## src/rtl/lea128_round_key_gen.sv

```systemverilog
// lea128_round_key_gen: iterative LEA-128 key schedule, one 192-bit round key per accepted handshake.
module lea128_round_key_gen #(
    parameter int NUM_ROUNDS = 24
) (
    input  logic         CLK,
    input  logic         RST,
    input  logic         Start,
    input  logic [127:0] Key,
    output logic [191:0] RoundKey,
    output logic         RkValid,
    input  logic         RkReady,
    output logic [4:0]   RoundIdx,
    output logic         Busy,
    output logic         Done
);
    typedef enum logic [1:0] {IDLE, LOAD, OUT} state_t;
    localparam logic [127:0] DELTAS = 128'h78df30ec_79e27c8a_44626b02_c3efe9db;
    state_t            state_q;
    logic [3:0][31:0]  t_q, t_d;
    logic [191:0]      rk_q, rk_d;
    logic [4:0]        idx_q, r;
    logic [31:0]       d;
    logic              valid_q, busy_q, done_q;

    function automatic logic [31:0] rol(input logic [31:0] x, input logic [4:0] n);
        logic [63:0] y;
        y = {x, x} << n;
        return y[63:32];
    endfunction

    // LOAD computes round idx_q; a handshake in OUT computes the following round
    assign r = (state_q == OUT) ? idx_q + 5'd1 : idx_q;
    assign d = DELTAS[{r[1:0], 5'b0} +: 32];

    always_comb begin
        t_d[0] = rol(t_q[0] + rol(d, r), 5'd1);
        t_d[1] = rol(t_q[1] + rol(d, r + 5'd1), 5'd3);
        t_d[2] = rol(t_q[2] + rol(d, r + 5'd2), 5'd6);
        t_d[3] = rol(t_q[3] + rol(d, r + 5'd3), 5'd11);
        rk_d   = {t_d[1], t_d[3], t_d[1], t_d[2], t_d[1], t_d[0]};
    end

    always_ff @(posedge CLK or posedge RST) begin
        if (RST) begin
            state_q <= IDLE;
            t_q     <= '0;
            rk_q    <= '0;
            idx_q   <= '0;
            valid_q <= 1'b0;
            busy_q  <= 1'b0;
            done_q  <= 1'b0;
        end else begin
            done_q <= 1'b0;
            case (state_q)
                IDLE: if (Start) begin
                    t_q     <= Key;
                    idx_q   <= '0;
                    busy_q  <= 1'b1;
                    state_q <= LOAD;
                end
                LOAD: begin
                    t_q     <= t_d;
                    rk_q    <= rk_d;
                    valid_q <= 1'b1;
                    state_q <= OUT;
                end
                OUT: if (RkReady) begin
                    if (idx_q == 5'(NUM_ROUNDS - 1)) begin
                        valid_q <= 1'b0;
                        done_q  <= 1'b1;
                        busy_q  <= 1'b0;
                        state_q <= IDLE;
                    end else begin
                        idx_q <= idx_q + 5'd1;
                        rk_q  <= rk_d;
                        t_q   <= t_d;
                    end
                end
                default: state_q <= IDLE;
            endcase
        end
    end

    assign RoundKey = rk_q;
    assign RkValid  = valid_q;
    assign RoundIdx = idx_q;
    assign Busy     = busy_q;
    assign Done     = done_q;
endmodule

```

## config.mk

```make
export PLATFORM = sky130hd
export DESIGN_NAME = lea128_round_key_gen
export DESIGN_NICKNAME = d
export VERILOG_FILES = /design/src/rtl/lea128_round_key_gen.sv
export SDC_FILE = /design/constraint.sdc
export NUM_CORES = 1
export LEC_CHECK = 0
export BUFFER_PORTS_ARGS = -buffer_cell sky130_fd_sc_hd__buf_4
export CAP_MARGIN = 40
export CORE_MARGIN = 1.5
export CORE_UTILIZATION = 40
export CTS_BUF_LIST = sky130_fd_sc_hd__clkbuf_16
export CTS_CLUSTER_SIZE = 14
export DETAILED_ROUTE_END_ITERATION = 6
export GPL_TIMING_DRIVEN = 0
export PLACE_DENSITY_LB_ADDON = 0.3
export SLEW_MARGIN = 20
export SYNTH_ARGS = -nofsm -noshare
export SYNTH_HDL_FRONTEND = slang
export SYNTH_SLANG_ARGS = --single-unit
export TNS_END_PERCENT = 30
```

## constraint.sdc

```tcl
create_clock -name CLK -period 23.1 [get_ports CLK]
set_input_delay 0 -clock CLK [delete_from_list [all_inputs] [get_ports CLK]]
set_output_delay 0 -clock CLK [all_outputs]
set_load 0.05 [all_outputs]
```

======== After elaboration in Yosys (flattened, before gate mapping) ========
Cells that the tools add are included.
storage, ports and cells
  bits of input ports ..................... 132
  register bits after elaboration ......... 330
  word-level logic and storage cells ...... 64
  output and inout port bits .............. 200
operators by class
  multiplexer cells ....................... 24
  shifts and indexed selects .............. 5
  equality and inequality tests ........... 7
  $add $sub $neg .......................... 8
  reduce and logical (&&, ||, !) cells .... 10
operators by type and width
  operator                                                     number
  2-to-1 mux 128 bit                                           3
  2-to-1 mux 192 bit                                           2
  one-hot mux 128 bit (3 select lines)                         1
  one-hot mux 192 bit (2 select lines)                         1
  << shifter 64 x 5 -> 64 bit                                  4
  adder 32 bit                                                 4
  indexed part select 128 x 8 -> 32 bit, first input constant  1
  2-to-1 mux 5 bit                                             4
  AND reduction 4 bit                                          3
  adder 5 x 1 -> 5 bit, second input constant                  2
  adder 5 x 2 -> 5 bit, second input constant                  2
  one-hot mux 5 bit (2 select lines)                           1
  AND reduction 3 bit                                          3
  2-to-1 mux 1 bit                                             6
  2-to-1 mux 2 bit                                             3
  inequality test 2 bit, second input constant                 3
  one-hot mux 2 bit (3 select lines)                           1
  equality test 5 bit, second input constant                   1
  one-hot mux 1 bit (2 select lines)                           2
  nonzero test 2 bit                                           2
  nonzero test 3 bit                                           1
  equality test 2 x 1 -> 1 bit, second input constant          1
  equality test 2 bit, second input constant                   1
  logical NOT 2 bit                                            1
  inequality test 2 x 1 -> 1 bit, second input constant        1

======== Depth between registers and ports, before layout ========
Gate-level depths: netlist of the first run.
  word-level depth ........................ 8
  mapped depth ............................ 30
  mapped depth without buffers ............ 24

======== Least setup slack after synthesis of the first run ========
OpenSTA, ideal clock, no wires.
  path type ............................... register to register
  from .................................... register idx_q[0] (netlist: RoundIdx[0])
  to ...................................... register t_q[68] (netlist bit)
  data arrival time ....................... 6347 ps
  path buffers ............................ 6
  required time ........................... 23031 ps
  period minus slack after synthesis ...... 6416 ps
  cell stages (with the launch flop) ...... 27
  setup slack ............................. 16684 ps
  library setup time ...................... 69 ps
  path through ............................ dfrtp_1 ha_1 and2_1 buf_2 xnor2_1 inv_2 buf_1 buf_1 ha_1 clkbuf_1 nand2_1 xnor2_1 clkbuf_1 clkbuf_1 o21ai_0 o21ai_0 mux2i_1 ha_1 a21oi_1 o211ai_1 a221oi_1 a31oi_1 o31ai_2 a31oi_1 a221o_1 or3_1 nand3_1
on the way
  longest elaborated chain between the ends .. 8
  elaborated cells between the ends (all ways) .. 12
  classes of those cells .................. add/sub (3); eq/ne (2); shift (2); mux (4); reduce/logical (1)
ends and longest elaborated chain
  element                                                                               RTL line  RTL
  start: declaration                                                                    21        logic [4:0] idx_q, r;
  start signal: assignment                                                              74        idx_q <= idx_q + 5'd1;
  adder 5 x 1 -> 5 bit                                                                  32        assign r = (state_q == OUT) ? idx_q + 5'd1 : idx_q;
  2-to-1 mux 5 bit                                                                      32
  indexed part select 128 x 8 -> 32 bit / adder 5 x 2 -> 5 bit (equally long branches)  33, 38
  << shifter 64 x 5 -> 64 bit                                                           27        y = {x, x} << n;
  adder 32 bit                                                                          38        t_d[2] = rol(t_q[2] + rol(d, r + 5'd2), 5'd6);
  2-to-1 mux 128 bit                                                                    68        if (idx_q == 5'(NUM_ROUNDS - 1)) begin
  2-to-1 mux 128 bit                                                                    67        OUT: if (RkReady) begin
  one-hot mux 128 bit (3 select lines)                                                  54        case (state_q)
  end signal: assignment                                                                56        t_q <= Key;
  end signal: assignment                                                                62        t_q <= t_d;
  end signal: assignment                                                                76        t_q <= t_d;
  end: declaration                                                                      19        logic [3:0][31:0] t_q, t_d;
Parallel ways exist; a longest one is shown, timed or not. The select of a mux whose other input is x is not followed.
A chain may end at the register's enable or synchronous reset.

======== Final worst setup path of the first run ========
  from .................................... register state_q[0]
  to ...................................... register t_q[104] (netlist bit)
on the way
  longest elaborated chain between the ends .. 8
  elaborated cells between the ends (all ways) .. 16
  classes of those cells .................. add/sub (2); eq/ne (5); shift (2); mux (4); reduce/logical (3)
ends and longest elaborated chain
  element                                                                               RTL line  RTL
  start: declaration                                                                    18        state_t state_q;
  start signal: assignment                                                              45        state_q <= IDLE;
  start signal: assignment                                                              59        state_q <= LOAD;
  start signal: assignment                                                              65        state_q <= OUT;
  equality test 2 bit                                                                   32, 54
  2-to-1 mux 5 bit                                                                      32
  indexed part select 128 x 8 -> 32 bit / adder 5 x 2 -> 5 bit (equally long branches)  33, 39
  << shifter 64 x 5 -> 64 bit                                                           27
  adder 32 bit                                                                          39        t_d[3] = rol(t_q[3] + rol(d, r + 5'd3), 5'd11);
  2-to-1 mux 128 bit                                                                    68
  2-to-1 mux 128 bit                                                                    67
  one-hot mux 128 bit (3 select lines)                                                  54
Parallel ways exist; a longest one is shown, timed or not. The select of a mux whose other input is x is not followed.

==> metrics, run 1 <==
Setup crit end kind register; Net Count, Synth 3049; Final Skew about 0.033 ns; mapped cell area between 20000 and 25000 um^2; Die Y around 240 um; CTS clk-pin slew, worst paths 0.06 ns; DRC 0; GRT Total Usage 0.3291; MaxCap Viol Count 0; CTS tree done; final instance area between 20000 and 30000 um^2; H-tree depth 2; vias in the first global route 22533; WHS just under 0.07 ns; final wirelength approximately 96000 um; Initial DRC Count a little over 2000; Peak Freq about 120 MHz; status finished, final reports clean; Arr. time, crit path about 9 ns; TNS Setup 0 ns; CP required 23.60 ns; maximum number of pins on one net before global-route repair 100; largest family of logic cells by synthesized area compound AO/OA/AOI/OAI gates; Rows 86; WP depth 27; HP Class in2async; Max Fanout on Critical Path 11; First-pass DRT Iterations 5; Post-Syn Instances about 2800; Synth Area in Simple Gates 0.1636; Area after DPL 26160 um^2; Crit path max-delay family buffers and inverters; Filler Cell Count about 5300; Setup Viol. Count Final 0; slowest cell delay on critical path 0.81 ns; DR vias/cell 5.786; CP startpoint kind register; Syn Area/Cell approximately 8.1 um^2; Layout area overhead 28.04%; Die Width about 240 um; DP HPWL 74120 um; root buffer cell clkbuf_16; port bufs between 300 and 400; Clock Path Buffers 3; antenna cells 0; Post-Synth Adder-Cell Area 0.08292; CTS Sinks ~270; Slowest cell on crit path a2111oi_0; IO Pins approximately 330; post-CTS sizing 0; initial antenna violation count 1; RSZ-0062 raised after global routing no; Worst Reg-to-Reg Cells 27; Slew HR 0.3759; post-synthesis sequential area ratio 0.2977; crit path kind reg2reg; Ys Warns 0; Worst-Skew Late Latency between 0.5 and 0.6 ns; mux cell area share after synthesis 0.1004; share of layout cells above drive strength 1 0.1794; Netlist cell types between 80 and 90; Vias about 24000; Synth Flop Type dfrtp_1; Final nets about 3600; post-synthesis async set-or-reset flop share 1.000; EDFF count, synth 0; Core ar. around 55000 um^2; final hold violations 0; clock buffers created by TritonCTS 34; WL/cell 23.57 um; GPL Wtd Cong between 1 and 1.5; worst-margin pin slew 0.9362 ns; DIE AREA 57330 um^2; Worst Path Buf+Inv 9; Pins Over Slew Limit 0; global-route wire length before repair 141300 um; Starting Density 0.4051; minimum clock period ~8.7 ns; #FFs+latches synth between 200 and 300; share of the clock period used by the worst path 0.3758; ANT nets after route 0; Synth Area in XOR/XNOR 0.05534; GRT Residual Overflow 0; Compound-Gate Fraction of Synth Area 0.2390
==> worst reg2reg max path, cell delays in order (launching register included) <==
cell,delay [ns]
dfrtp_1,0.40
inv_1,0.10
ha_1,0.22
buf_2,0.17
and2_1,0.16
buf_2,0.16
xnor2_1,0.15
inv_2,0.20
buf_1,0.49
buf_1,0.47
ha_1,0.24
clkbuf_1,0.40
a21oi_1,0.16
xnor2_1,0.47
clkbuf_1,0.46
buf_1,0.43
o21ai_0,0.24
mux2i_1,0.28
ha_1,0.34
a21o_1,0.19
a2111oi_0,0.56
a21oi_1,0.26
a2111oi_0,0.81
o31a_1,0.31
o21ai_0,0.13
xnor2_1,0.52
nand2_1,0.13
a21oi_1,0.16
==> synth_stat cells, types with 7 or more instances <==
master	count	share of area
o21ai_0	288	0.064
nand4_1	16	0.0045
o211ai_1	19	0.0064
nor3_1	39	0.0087
o21ai_1	14	0.0031
ha_1	141	0.079
clkbuf_1	156	0.026
or3_1	10	0.0028
inv_1	45	0.0076
a31oi_1	31	0.0087
buf_4	64	0.021
o31ai_1	13	0.0044
nand2b_1	14	0.0039
a21oi_1	261	0.058
mux2_2	77	0.039
a21o_1	86	0.029
a221o_1	7	0.0031
buf_2	7	0.0016
buf_1	20	0.0034
nor2_1	238	0.040
nor2b_1	17	0.0048
o21a_1	24	0.0081
a211oi_1	42	0.014
xor2_1	41	0.016
and2_1	12	0.0034
and3_1	56	0.016
dfrtp_1	266	0.30
o21bai_1	19	0.0064
xnor2_1	87	0.034
mux2i_1	122	0.055
mux4_2	7	0.0071
nand2_1	363	0.061
o22ai_1	7	0.0020
a221oi_1	8	0.0031
nand3_1	44	0.0098
==> registers in the layout, indices dropped and copies added, names as in the netlist <==
register,cells
t_q,128
RoundKey,128
Done,1
RoundIdx,5
Busy,1
state_q,2
RkValid,1
==> cell usage in the layout (no fill, tap or decap), drive strengths merged, types with 20 or more instances in the layout <==
cell	count
o21a	24
inv	53
dfrtp	266
nor3	39
nor2	238
xnor2	90
mux2i	122
o21ai	302
clkbuf	191
a21o	86
nand3	44
xor2	41
and3	56
dlygate4sd3	131
a211oi	42
o211ai	20
a31oi	31
a21oi	261
ha	141
mux2	77
buf	454
nand2	363
==> per-stage QoR <==
step / std cells / worst slack (ns) / utilization
5_1_grt: 4076 / 14.13 / 0.5187
6_report: 4076 / 14.42 / 0.5187
2_1_floorplan: 2772 / 15.77 / -
3_3_place_gp: 3851 / 12.20 / 0.4671
4_1_cts: 4071 / 14.72 / 0.5177
3_5_place_dp: 3878 / 14.77 / 0.4739
==> area by class of cell <==
type / instances / area (um^2) / area share
Multi-Input combinational cell: 2209 / 14350 / 0.5012
Sequential cell: 266 / 6656 / 0.2325
Timing Repair Buffer: 494 / 4200 / 0.1467
Buffer: 248 / 1186 / 0.04143
Tap cell: 748 / 935.9 / 0.03269
Clock buffer: 34 / 850.8 / 0.02972
Clock inverter: 28 / 259.0 / 0.009046
Inverter: 49 / 191.4 / 0.006686
==> final timing paths <==
kind,start,endpoint,slack (ns)
max in group asynchronous,RST,RoundKey[85],22.08
setup reg to reg,state_q[0],t_q[104],14.42
hold reg to reg,RoundKey[153],RoundKey[153],0.48
hold / removal,RST,RoundKey[69],0.07
min in group CLK,RkReady,Done,0.25
setup / recovery,state_q[0],t_q[104],14.42
==> kinds of logic after synthesis <==
logic type                 count (synthesis)
AOI/OAI and AO/OA                        888
xor gates and xnor gates                 134
adders and majority gates                146
buffers and inverters                    297
DFF                                      266
muxes                                    206
and+or+nand+nor                          835
==> metal layers <==
layer	vias to the layer above	track usage	share of wire
met1	11333	0.4283	0.42
met3	217	0.06972	0.084
met5	-	0	0
met4	0	0.1414	0.047
li1	10924	-	-
met2	1109	0.5269	0.45
==> timing repair <==
item | in CTS | in global routing
hold buffers | 131 | 0
endpoints found under the hold margin | 202 | 0
buffers inserted | 0 | 0
Power of run 1 is not shown: default switching activity piles up to over one toggle a cycle in this logic, so the estimate is an artifact.
==> run 2, diff against run 1 <==
- clock period: 23.1 -> 8.92 ns (I/O delays scaled with it)
==> run 2 against run 1 <==
  * Final cell count unchanged
  * Maximum frequency is 1.5% higher
  * Wire length about the same
  * Global-route usage did not move
  * Via count is essentially flat
  * Cell area hardly changed
  * Hold slack worse by 0.0016 ns
  * Sequential cell count stayed put
  * Critical path depth unchanged
  * Clock skew shrank 0.0030 ns
  * Count of clock-buffer cells in the layout unchanged
  * Worst setup slack got worse by 14 ns
  * Critical path type unchanged
==> metrics, run 2 (synthesized netlist as in run 1, its figures left out) <==
status finished, final reports clean (unchanged); Layout area overhead 28.05% (was 28.04%); Setup crit end kind register (unchanged); CP required 9.42 ns (was 23.60 ns); root buffer cell clkbuf_16 (unchanged); most used routing layer met2 (unchanged); H-tree depth 2 (unchanged); Core ar. 55200 um^2 (unchanged); MaxCap Viol Count 0 (unchanged); HP Class in2async (unchanged); RR Endpoint t_q[104] (unchanged); Slowest cell on crit path a2111oi_1 (was a2111oi_0); antenna cells 0 (unchanged); worst-margin pin slew 0.9307 ns (was 0.9362 ns); initial antenna violation count 1 (unchanged); Slew HR 0.3796 (was 0.3759); slowest cell delay on critical path 0.65 ns (was 0.81 ns); minimum clock period 8.556 ns (was 8.682 ns); ANT nets after route 0 (unchanged); CTS tree done (unchanged); First-pass DRT Iterations 5 (unchanged); crit path kind reg2reg (unchanged); Peak Freq 116.9 MHz (was 115.2 MHz); TNS Setup 0 ns (unchanged); Setup Viol. Count Final 0 (unchanged); CTS Sinks 266 (unchanged); Vias 23569 (was 23583); GRT Total Usage 0.3291 (unchanged); Final nets 3579 (unchanged); M1 GR Usage 0.4283 (unchanged); maximum number of pins on one net before global-route repair 100 (unchanged); Final Skew 0.02972 ns (was 0.03268 ns); DR vias/cell 5.782 (was 5.786); share of layout cells above drive strength 1 0.1797 (was 0.1794); fin cells 4076 (unchanged); DP HPWL 74120 um (unchanged); fin util 0.5187 (about the same); RSZ-0062 raised after global routing no (unchanged); global-route wire length before repair 141300 um (unchanged); GRT Residual Overflow 0 (unchanged); placed insts 3878 (unchanged); Initial DRC Count 2072 (was 2045); final instance area 28630 um^2 (about the same); clock buffers created by TritonCTS 34 (unchanged); IO Pins 332 (unchanged); Area after DPL 26160 um^2 (unchanged); Pins Over Slew Limit 0 (unchanged); worst r2r src state_q[0] (unchanged); GPL Wtd Cong 1.029 (unchanged); Clock Path Buffers 3 (unchanged); Rows 86 (unchanged); WL/cell 23.57 um (about the same); Worst Reg-to-Reg Cells 27 (unchanged); DIE AREA 57330 um^2 (unchanged); DRC 0 (unchanged); most frequent cells in the layout 397 x buf_4, 363 x nand2_1, 288 x o21ai_0, 266 x dfrtp_1, 260 x a21oi_1 (unchanged); Max Fanout on Critical Path 11 (unchanged); Die Width 239.4 um (unchanged); Arr. time, crit path 9.05 ns (was 9.18 ns); CTS clk-pin slew, worst paths 0.06 ns (about the same); Setup Fix Bufs, Post-CTS 0 (unchanged); port bufs 331 (unchanged); Worst-Skew Late Latency 0.58 ns (about the same); share of the clock period used by the worst path 0.9592 (was 0.3758); vias in the first global route 22533 (unchanged); most common cell after layout, fill and taps aside buf_4 (unchanged); final hold violations 0 (unchanged); r2r setup slk 0.36 ns (was 14.42 ns); Starting Density 0.4051 (unchanged); GRT met3 Usage 0.06972 (unchanged); CP startpoint kind register (unchanged); met2 Use GR 0.5269 (unchanged); final wirelength 96090 um (about the same); Die Y 239.4 um (unchanged)
[run 2: critical path: cells and delay by family, from the launching register on]
| kind | cells | cell delay [ns] |
|---|---|---|
| xor gates and xnor gates | 3 | 1.14 |
| adders and majority gates | 3 | 0.79 |
| muxes | 1 | 0.29 |
| AOI/OAI and AO/OA | 9 | 2.66 |
| buffers and inverters | 9 | 2.89 |
| and+or+nand+nor | 2 | 0.29 |
| DFF | 1 | 0.40 |
[run 2: metrics by stage]
| step | setup WS [ns] | hold WS (ns) |
|---|---|---|
| 2_1_floorplan | 1.595 | 0.1520 |
| 5_1_grt | 0.1057 | 0.1167 |
| 3_5_place_dp | 0.5868 | 0.1102 |
| 4_1_cts | 0.5366 | 0.06321 |
| 3_3_place_gp | -1.976 | 0.2655 |
| 6_report | 0.3640 | 0.06791 |
[run 2: what timing repair did]
item | CTS | global route
resized for setup | 0 | 3
hold endpoints to repair | 202 | 0
setup endpoints to repair | 0 | 5
hold buffers | 131 | 0
[run 2: layout make-up]
type / count / area, um^2
Fill cell: 5321 / 26570
Multi-Input combinational cell: 2209 / 14350
Sequential cell: 266 / 6656
Timing Repair Buffer: 494 / 4200
Buffer: 248 / 1187
Tap cell: 748 / 935.9
Clock buffer: 34 / 850.8
Clock inverter: 28 / 259.0
Inverter: 49 / 191.4
[run 2: worst max path at each step]
stage	from	end	slack [ns]	depth (start not counted)
floorplan	RST	Busy	1.59	1
global placement	RST	RoundKey[128]	-1.98	2
detailed placement	state_q[0]	t_q[104]	0.59	27
CTS	state_q[0]	t_q[104]	0.54	27
global route	state_q[0]	t_q[104]	0.11	27
finish	state_q[0]	t_q[104]	0.36	27
[run 2: per-layer routing]
| layer | vias up | share of wire | routed length (um) |
|---|---|---|---|
| met5 | - | 0 | 0 |
| met4 | 0 | 0.045 | 4324 |
| met3 | 191 | 0.088 | 8411 |
| met2 | 1130 | 0.45 | 43390 |
| met1 | 11327 | 0.42 | 39970 |
| li1 | 10921 | - | - |
Power of run 2 is left out for the same reason.
